$ cat config.mk
export PLATFORM = sky130hd
export DESIGN_NAME = cmp_sort_ctrl_flat
export DESIGN_NICKNAME = d
export VERILOG_FILES = /design/src/rtl/cmp_sort_ctrl_if.sv /design/src/rtl/cmp_sort_ctrl.sv /design/src/flat_wrapper.sv
export SDC_FILE = /design/constraint.sdc
export NUM_CORES = 1
export LEC_CHECK = 0
export ABC_CLOCK_PERIOD_IN_PS = 3500
export CAP_MARGIN = 20
export CORE_ASPECT_RATIO = 1.4
export CORE_MARGIN = 2
export CORE_UTILIZATION = 40
export DETAILED_ROUTE_END_ITERATION = 10
export PLACE_DENSITY = 0.71
export SETUP_SLACK_MARGIN = 0.02
export SYNTH_ARGS = -nofsm -noshare
export SYNTH_HDL_FRONTEND = slang
export SYNTH_SLANG_ARGS = --single-unit
$ cat constraint.sdc
create_clock -name clk -period 3.5 [get_ports clk]
set_input_delay 1.05 -clock clk [delete_from_list [all_inputs] [get_ports clk]]
set_output_delay 1.05 -clock clk [all_outputs]
set_load 0.1 [all_outputs]
$ cat src/rtl/cmp_sort_ctrl_if.sv
// Valid/ready producer and consumer ports of cmp_sort_ctrl bundled as one interface.
// slave is the sorter side; master is the producer/consumer (or bench) side.
interface cmp_sort_ctrl_if #(
  parameter int WIDTH = 8
);
  logic             in_valid;
  logic             in_ready;
  logic [WIDTH-1:0] in_data;
  logic             out_valid;
  logic             out_ready;
  logic [WIDTH-1:0] out_data;

  modport slave (
    input  in_valid, in_data, out_ready,
    output in_ready, out_valid, out_data
  );

  modport master (
    output in_valid, in_data, out_ready,
    input  in_ready, out_valid, out_data
  );
endinterface

$ cat src/rtl/cmp_sort_ctrl.sv
// Burst sorter: loads N words, bubble-sorts them with one shared comparator, streams them out.
// Optional macro CMP_SORT_EARLY_EXIT_EN: leave SORT after the first pass that makes no swap.
module cmp_sort_ctrl #(
  parameter int N     = 4,
  parameter int WIDTH = 8
) (
  input  logic               clk,
  input  logic               rst_n,
  cmp_sort_ctrl_if.slave     bus,
  output logic               busy
);
  localparam int CW = $clog2(N);
  localparam logic [CW-1:0] LAST_IDX  = CW'(N - 1);
  localparam logic [CW-1:0] LAST_PASS = CW'(N - 2);

  typedef enum logic [1:0] {S_FILL, S_SORT, S_DRAIN} state_t;

  state_t           state_q, state_d;
  logic [CW-1:0]    wr_idx_q, wr_idx_d;
  logic [CW-1:0]    pass_q, pass_d;
  logic [CW-1:0]    j_q, j_d;
  logic [CW-1:0]    rd_idx_q, rd_idx_d;
  logic [WIDTH-1:0] mem_q [N];
  logic [WIDTH-1:0] mem_d [N];

  logic [CW-1:0]    j_p1;
  logic [WIDTH-1:0] cmp_a, cmp_b;
  logic             cmp_c;
  logic             last_j;
  logic             pass_clean;

  // The single shared comparator looks at the adjacent pair under j.
  assign j_p1   = j_q + CW'(1);
  assign cmp_a  = mem_q[j_q];
  assign cmp_b  = mem_q[j_p1];
  assign cmp_c  = (cmp_a > cmp_b);
  assign last_j = (j_q == (LAST_PASS - pass_q));

`ifdef CMP_SORT_EARLY_EXIT_EN
  logic swapped_q, swapped_d;

  assign pass_clean = !(swapped_q || cmp_c);

  always_ff @(posedge clk or negedge rst_n) begin
    if (!rst_n) swapped_q <= 1'b0;
    else        swapped_q <= swapped_d;
  end
`else
  assign pass_clean = 1'b0;
`endif

  always_comb begin
    state_d  = state_q;
    wr_idx_d = wr_idx_q;
    pass_d   = pass_q;
    j_d      = j_q;
    rd_idx_d = rd_idx_q;
    mem_d    = mem_q;
`ifdef CMP_SORT_EARLY_EXIT_EN
    swapped_d = swapped_q;
`endif
    case (state_q)
      S_FILL: begin
        if (bus.in_valid) begin
          mem_d[wr_idx_q] = bus.in_data;
          if (wr_idx_q == LAST_IDX) begin
            wr_idx_d = '0;
            pass_d   = '0;
            j_d      = '0;
            state_d  = S_SORT;
`ifdef CMP_SORT_EARLY_EXIT_EN
            swapped_d = 1'b0;
`endif
          end else begin
            wr_idx_d = wr_idx_q + CW'(1);
          end
        end
      end
      S_SORT: begin
        // Strict greater-than: equal words stay in place, keeping the sort stable.
        if (cmp_c) begin
          mem_d[j_q]  = cmp_b;
          mem_d[j_p1] = cmp_a;
        end
`ifdef CMP_SORT_EARLY_EXIT_EN
        swapped_d = swapped_q | cmp_c;
`endif
        if (last_j) begin
          j_d = '0;
`ifdef CMP_SORT_EARLY_EXIT_EN
          swapped_d = 1'b0;
`endif
          if ((pass_q == LAST_PASS) || pass_clean) begin
            pass_d   = '0;
            rd_idx_d = '0;
            state_d  = S_DRAIN;
          end else begin
            pass_d = pass_q + CW'(1);
          end
        end else begin
          j_d = j_p1;
        end
      end
      S_DRAIN: begin
        if (bus.out_ready) begin
          if (rd_idx_q == LAST_IDX) begin
            rd_idx_d = '0;
            wr_idx_d = '0;
            state_d  = S_FILL;
          end else begin
            rd_idx_d = rd_idx_q + CW'(1);
          end
        end
      end
      default: state_d = S_FILL;
    endcase
  end

  always_ff @(posedge clk or negedge rst_n) begin
    if (!rst_n) begin
      state_q  <= S_FILL;
      wr_idx_q <= '0;
      pass_q   <= '0;
      j_q      <= '0;
      rd_idx_q <= '0;
      for (int i = 0; i < N; i++) mem_q[i] <= '0;
    end else begin
      state_q  <= state_d;
      wr_idx_q <= wr_idx_d;
      pass_q   <= pass_d;
      j_q      <= j_d;
      rd_idx_q <= rd_idx_d;
      mem_q    <= mem_d;
    end
  end

  // Handshake outputs depend only on registered state.
  assign bus.in_ready  = (state_q == S_FILL);
  assign bus.out_valid = (state_q == S_DRAIN);
  assign bus.out_data  = (state_q == S_DRAIN) ? mem_q[rd_idx_q] : '0;
  assign busy          = (state_q == S_SORT) || (state_q == S_DRAIN);
endmodule

$ cat src/flat_wrapper.sv
// flat-port wrapper written by rule: the top's interface ports become plain ports
module cmp_sort_ctrl_flat 
#(
  parameter int N     = 4,
  parameter int WIDTH = 8
)
  (clk, rst_n, busy, bus_in_valid, bus_in_data, bus_out_ready, bus_in_ready, bus_out_valid, bus_out_data);
  cmp_sort_ctrl_if #(.WIDTH(WIDTH)) bus_i ();
  input  logic clk;
  input  logic rst_n;
  output logic busy;
  input wire logic [$bits(bus_i.in_valid)-1:0] bus_in_valid;
  input wire logic [$bits(bus_i.in_data)-1:0] bus_in_data;
  input wire logic [$bits(bus_i.out_ready)-1:0] bus_out_ready;
  output wire logic [$bits(bus_i.in_ready)-1:0] bus_in_ready;
  output wire logic [$bits(bus_i.out_valid)-1:0] bus_out_valid;
  output wire logic [$bits(bus_i.out_data)-1:0] bus_out_data;
  assign bus_i.in_valid = bus_in_valid;
  assign bus_i.in_data = bus_in_data;
  assign bus_i.out_ready = bus_out_ready;
  assign bus_in_ready = bus_i.in_ready;
  assign bus_out_valid = bus_i.out_valid;
  assign bus_out_data = bus_i.out_data;
  cmp_sort_ctrl #(.N(N), .WIDTH(WIDTH)) u_core (.clk(clk), .rst_n(rst_n), .bus(bus_i), .busy(busy));
endmodule
==> After elaboration in Yosys (flattened, before gate mapping) <==
Index checks and enable logic that the tools add are counted.
{ "word_totals": {"reg_bits": 42, "input_bits": 12, "output_inout_bits": 11, "word_cells": 97} }
{ "classes": {"add_sub_neg": 5, "magnitude_cmp": 8, "n_eq_ne": 13, "muxes": 44, "bitwise_logic": 4, "reduce_logical": 14} }
{ "ops": {"columns": ["cell", "count"], "rows": [
  ["32-bit bitwise mux", 3],
  ["8-bit two-way mux", 10],
  ["32-bit two-way mux", 2],
  ["32-bit one-hot mux with 2 select lines", 1],
  ["8-bit binary-select mux with 2-bit select", 3],
  ["8-bit demux with 2-bit select", 3],
  ["2-bit two-way mux", 17],
  ["2-bit one-hot mux with 2 select lines", 4],
  ["3-bit greater-or-equal comparator, second input constant", 4],
  ["2-bit inverter with 3-bit output", 4],
  ["4-bit AND reduction", 3],
  ["2-bit by 1-bit inequality test with 1-bit output, second input constant", 5],
  ["3-bit by 1-bit less-than comparator with 1-bit output, second input constant", 3],
  ["2-bit by 1-bit adder with 2-bit output, second input constant", 4],
  ["2-bit equality test, second input constant", 4],
  ["8-bit greater-than comparator", 1],
  ["2-bit one-hot mux with 3 select lines", 1],
  ["3-bit AND reduction", 2],
  ["6-bit AND reduction", 1],
  ["2-bit nonzero test", 3],
  ["2-bit inequality test, second input constant", 2],
  ["1-bit logical AND", 3],
  ["2-bit by 1-bit equality test with 1-bit output, second input constant", 1],
  ["2-bit equality test", 1],
  ["3 further kinds", 3]
]} }

==> Logic depth before layout (Yosys ltp) <==
{ "logic_depth": {"word_depth": 9, "mapped_depth": 14, "depth_no_buf": 10} }

==> Least setup slack after synthesis <==
No wires, ideal clock.
{ "synth_path": {"kind": "register to output", "start": "reg u_core.state_q[0]", "end": "out bus_out_data[0]", "t_arrival_ns": 2.364, "required_ns": 2.450, "slack_ns": 0.086, "stages_incl_launch_ff": 5, "path_buffers": 1, "cell_sequence": "dfrtp_1 inv_1 ha_1 clkbuf_1 and2_1"} }
{ "synth_between": {"elab_chain_cells": 2} }
{ "synth_rtl": {"columns": ["element", "line", "text"], "rows": [
  ["start: declaration", "cmp_sort_ctrl.sv:18", "state_t state_q, state_d;"],
  ["start signal: assignment", "cmp_sort_ctrl.sv:128", "state_q <= state_d;"],
  ["2-bit equality test", null, null],
  ["via bus_out_valid", "flat_wrapper.sv:16", "output wire logic [$bits(bus_i.out_valid)-1:0] bus_out_valid;"],
  ["8-bit two-way mux", "cmp_sort_ctrl.sv:140", "assign bus.out_data = (state_q == S_DRAIN) ? mem_q[rd_idx_q] : '0;"],
  ["end: declaration", "flat_wrapper.sv:17", "output wire logic [$bits(bus_i.out_data)-1:0] bus_out_data;"]
]} }
The timed path passes the listed nets, and every way through them passes these cells.

==> Final worst setup path <==
{ "layout_path": {"start": "reg u_core.j_q[0]", "end": "reg u_core.mem_q[12] (netlist name)"} }
{ "layout_between": {"elab_chain_cells": 9, "elab_cells_between_ends": 26, "classes_between": "add/sub (1); order compare (5); eq/ne (1); mux (14); bitwise (2); reduce/logical (3)"} }
{ "layout_rtl": {"columns": ["element", "line", "text"], "rows": [
  ["start: declaration", "cmp_sort_ctrl.sv:21", "logic [CW-1:0] j_q, j_d;"],
  ["start signal: assignment", "cmp_sort_ctrl.sv:131", "j_q <= j_d;"],
  ["branches (longest 9 deep; another with 8-bit greater-than comparator)", null, null],
  ["end signal: assignment", "cmp_sort_ctrl.sv:133", "mem_q <= mem_d;"],
  ["end: declaration", "cmp_sort_ctrl.sv:23", "logic [WIDTH-1:0] mem_q [N];"]
]} }
Parallel ways; which one is timed is not known. The select of a mux whose other input is x is not followed.
A chain may end at the register's enable or synchronous reset.

==> summary by stage <==
Floorplanning
The overall die area is 0.01051 mm². The core region is 0.009459 mm². The total number of placement rows is 42. The effective utilization at floorplan is 41.01%. The top-level port count is 23.

The floorplan step set the die height to 120.5 µm. The die width is 87.23 µm.

CTS
The clock latency at the later pin of the worst-skew pair is 290 ps. The H-tree level count is 2. The clock-pin slew on the worst setup and hold paths is 60 ps.

The TritonCTS sink count is 42. The number of buffers added by the clock tree synthesis step is 5. The maximum number of buffers from clock root to sink is 2.

The cell sitting at the root of the clock tree is a sky130_fd_sc_hd__clkbuf_16. The CTS tree is built.

Global route
The first global-routing pass estimated 18.86 mm of wire. Entering global routing, the biggest net connects 43 pins. Global routing finished with a remaining overflow of 0. Across every metal layer, demand over resource in global routing totals 23.91%. The number of global-route vias before repair is 3444. The number of antenna violations at the first check in global routing came to 0.

STA
The routed design could run at a clock period as short as 3398 ps. Setup repair after global routing could not meet its margin everywhere. Setup violations remaining at the end of the flow were counted as 0. Clock skew on the completed layout was measured at 5.888 ps. For the pin with the worst max-slew slack, the measured transition is 1232 ps. The count of pins over their slew limit is 0. The share of the cycle needed by the critical path after routing is 97.10%. Derived from the worst setup path, the maximum achievable clock frequency is 294.3 MHz.

In the final timing run, aggregate negative setup slack is 0 ps. The worst pin sits at a relative slew slack of 17.72%. The number of hold-slack violations in the final timing report is 0.

Worst setup path
The number of cells on the worst reg-to-reg path is 11. In this run the critical register-to-register path is launched from u_core.j_q[0]. Of all nets on the critical path, the largest fanout is 9. The category of the worst setup path launch point is a register. The data arrival time of the critical path is 3590 ps. The endpoint required time on the critical path is 3690 ps.

The critical path capture point type is a register. The setup slack of the worst register-to-register path is 100 ps. The end of the worst register-to-register path is u_core.mem_q[12]. The worst setup path is of the register to register kind.

Final layout
Compared with the post-synthesis result, the final layout area differs by 13.00%. Counting the fill cells in the layout gives 886. In the final design database the tool counted 455 nets. The proportion of layout cells with a drive suffix above 1 is 19.24%. 0 antenna diodes ended up in the layout.

Placement
The global placer's final weighted congestion is 0.9648. The post-DP HPWL is 8.498 mm. Input and output buffers added on the ports amount to 22.

Flow run
The number of max-capacitance violations reported is 0.

Synthesis
The XOR/XNOR share of the synthesized area is 0.4516%. After synthesis the netlist holds a flip-flop and latch count of 42. The average instance in the mapped netlist occupies 9.553 µm². The share of cell area taken by muxes after synthesis is 18.39%. In the synthesized netlist, the number of instances is 406. Counting flops with an async set or reset pin after synthesis yields a share of 100.0%. The dominant synthesized flop cell is sky130_fd_sc_hd__dfrtp_1. The fraction of the mapped netlist area in compound gates is 24.81%.

The post-synthesis simple-gate area fraction is 15.74%. In this run, synthesis inferred 0 flip-flops with an integrated enable. After synthesis, the largest family of logic cells by area is compound AO/OA/AOI/OAI gates. Summing the areas of all fa, ha and maj instances in the mapped netlist gives 7.419% of the synthesized area.

The number of nets handed over by synthesis was 441. Summing the sequential cell areas from Yosys gives 27.10% of the chip area. The count of synthesis-stage warnings from yosys is 0. The area of the mapped netlist is 0.003879 mm². The count of unique library cells instantiated by Yosys is 45.

Status
The run finished with clean final reports.

Drt
After detailed routing, the number of remaining DRC violations is 0. The detailed router placed 3537 vias in this run. After detailed routing, the average wire length per cell comes to 23.16 µm.

The initial DRC count is 388. The first TritonRoute pass finished after 7 iterations. Using the TritonRoute via totals, the vias-per-cell ratio works out to 6.661.

The total wire length is 12.30 mm. The number of antenna-violating nets in the routed design is 0.

Hold path
The worst hold path begins at u_core.pass_q[1]. The type of the most critical hold path is register to register. The hold path depth is 2. The sink of the worst hold path is u_core.pass_q[1].
-- sequential cells by signal, indices dropped and copies added (netlist names) --
| signal | flops |
|---|---|
| u_core.j_q | 2 |
| u_core.pass_q | 2 |
| u_core.wr_idx_q | 2 |
| u_core.rd_idx_q | 2 |
| u_core.state_q | 2 |
| u_core.mem_q | 32 |
-- cells by family after synthesis --
logic type | Yosys count
AOI/OAI and AO/OA | 112
buffers and inverters | 51
adders and majority gates | 23
DFF | 42
and+or+nand+nor | 130
xor gates and xnor gates | 2
muxes | 46
-- synth_stat cells, types with 3 or more instances --
library cell               count  area share (%)
sky130_fd_sc_hd__a21oi_1       4            0.52
sky130_fd_sc_hd__a221o_1      32             8.3
sky130_fd_sc_hd__a22o_1       31             7.0
sky130_fd_sc_hd__a22oi_1      25             4.8
sky130_fd_sc_hd__and2_1       11             1.8
sky130_fd_sc_hd__and3_1        6            0.97
sky130_fd_sc_hd__and3b_1       3            0.68
sky130_fd_sc_hd__buf_1         7            0.68
sky130_fd_sc_hd__buf_2         3            0.39
sky130_fd_sc_hd__buf_6         5             1.5
sky130_fd_sc_hd__clkbuf_1     15             1.5
sky130_fd_sc_hd__dfrtp_1      42              27
sky130_fd_sc_hd__ha_1         23             7.4
sky130_fd_sc_hd__inv_1        20             1.9
sky130_fd_sc_hd__mux2_2       26             7.5
sky130_fd_sc_hd__mux2i_1       3            0.77
sky130_fd_sc_hd__mux4_1        5             3.4
sky130_fd_sc_hd__mux4_2       11             6.4
sky130_fd_sc_hd__nand2_1      18             1.7
sky130_fd_sc_hd__nand3b_1      3            0.58
sky130_fd_sc_hd__nor2_1       71             6.9
sky130_fd_sc_hd__nor2b_1       5            0.81
sky130_fd_sc_hd__o21ai_0       6            0.77
sky130_fd_sc_hd__o221ai_1      3            0.68
sky130_fd_sc_hd__o31ai_1       3            0.58
sky130_fd_sc_hd__or3_1         3            0.48
-- cell type report --
cell class	count	area, µm²	share of cell area, %
Multi-Input combinational cell	313	2605	59.43
Timing Repair Buffer	38	320.3	7.308
Clock buffer	5	125.1	2.855
Clock inverter	3	68.82	1.570
Tap cell	110	137.6	3.140
Sequential cell	42	1051	23.98
Inverter	20	75.07	1.713
-- worst max-delay path: stages (launching register included) --
cell,delay (ps)
sky130_fd_sc_hd__dfrtp_1,340
sky130_fd_sc_hd__inv_1,80
sky130_fd_sc_hd__ha_1,340
sky130_fd_sc_hd__buf_12,160
sky130_fd_sc_hd__mux4_1,640
sky130_fd_sc_hd__inv_1,90
sky130_fd_sc_hd__ha_1,230
sky130_fd_sc_hd__nor2b_1,130
sky130_fd_sc_hd__o211ai_1,270
sky130_fd_sc_hd__a21oi_2,150
sky130_fd_sc_hd__or3_1,590
sky130_fd_sc_hd__a22oi_1,280
-- per-layer routing --
| metal | wire [µm] | vias up | GRT usage (%) |
|---|---|---|---|
| met3 | 967 | 60 | 4.369 |
| met4 | 710 | 0 | 15.87 |
| li1 | - | 1576 | - |
| met2 | 6155 | 210 | 39.12 |
| met1 | 4466 | 1691 | 28.09 |
| met5 | 0 | - | 0 |
-- stage by stage --
step,cell area (µm²),hold WS [ps],utilization (%),cells,worst slack (ps)
floorplan,3879,473.9,-,406,85.64
global placement,4165,493.4,44.03,521,187.7
detailed placement,4165,524.3,44.03,521,99.48
CTS,4359,541.0,46.08,529,76.42
global route,4383,563.9,46.34,531,-25.62
finish,4383,528.1,46.34,531,101.6
-- placed cells by master (no fill, tap or decap), types with 18 or more instances in the layout --
master / count
sky130_fd_sc_hd__a22o_1: 31
sky130_fd_sc_hd__inv_1: 20
sky130_fd_sc_hd__a221o_1: 32
sky130_fd_sc_hd__ha_1: 23
sky130_fd_sc_hd__buf_4: 26
sky130_fd_sc_hd__a22oi_1: 25
sky130_fd_sc_hd__dfrtp_1: 42
sky130_fd_sc_hd__nand2_1: 18
sky130_fd_sc_hd__nor2_1: 71
sky130_fd_sc_hd__mux2_2: 26
-- worst max-delay path by stage --
stage                            end  slack (ps)              start
floorplan            bus_out_data[0]          90  u_core.state_q[0]
detailed placement  u_core.mem_q[17]         100      u_core.j_q[0]
finish              u_core.mem_q[12]         100      u_core.j_q[0]
CTS                 u_core.mem_q[21]          80      u_core.j_q[0]
global route        u_core.mem_q[12]         -30      u_core.j_q[0]
global placement    u_core.mem_q[16]         190      u_core.j_q[0]
-- repair_timing --
item	CTS	global route
endpoints found under the setup margin	0	25
buffers inserted	0	2
hold buffers	0	0
gates resized for setup	0	2
endpoints found under the hold margin	0	0
Power is not shown: default switching activity piles up to over one toggle a cycle in this logic, so the estimate is an artifact.
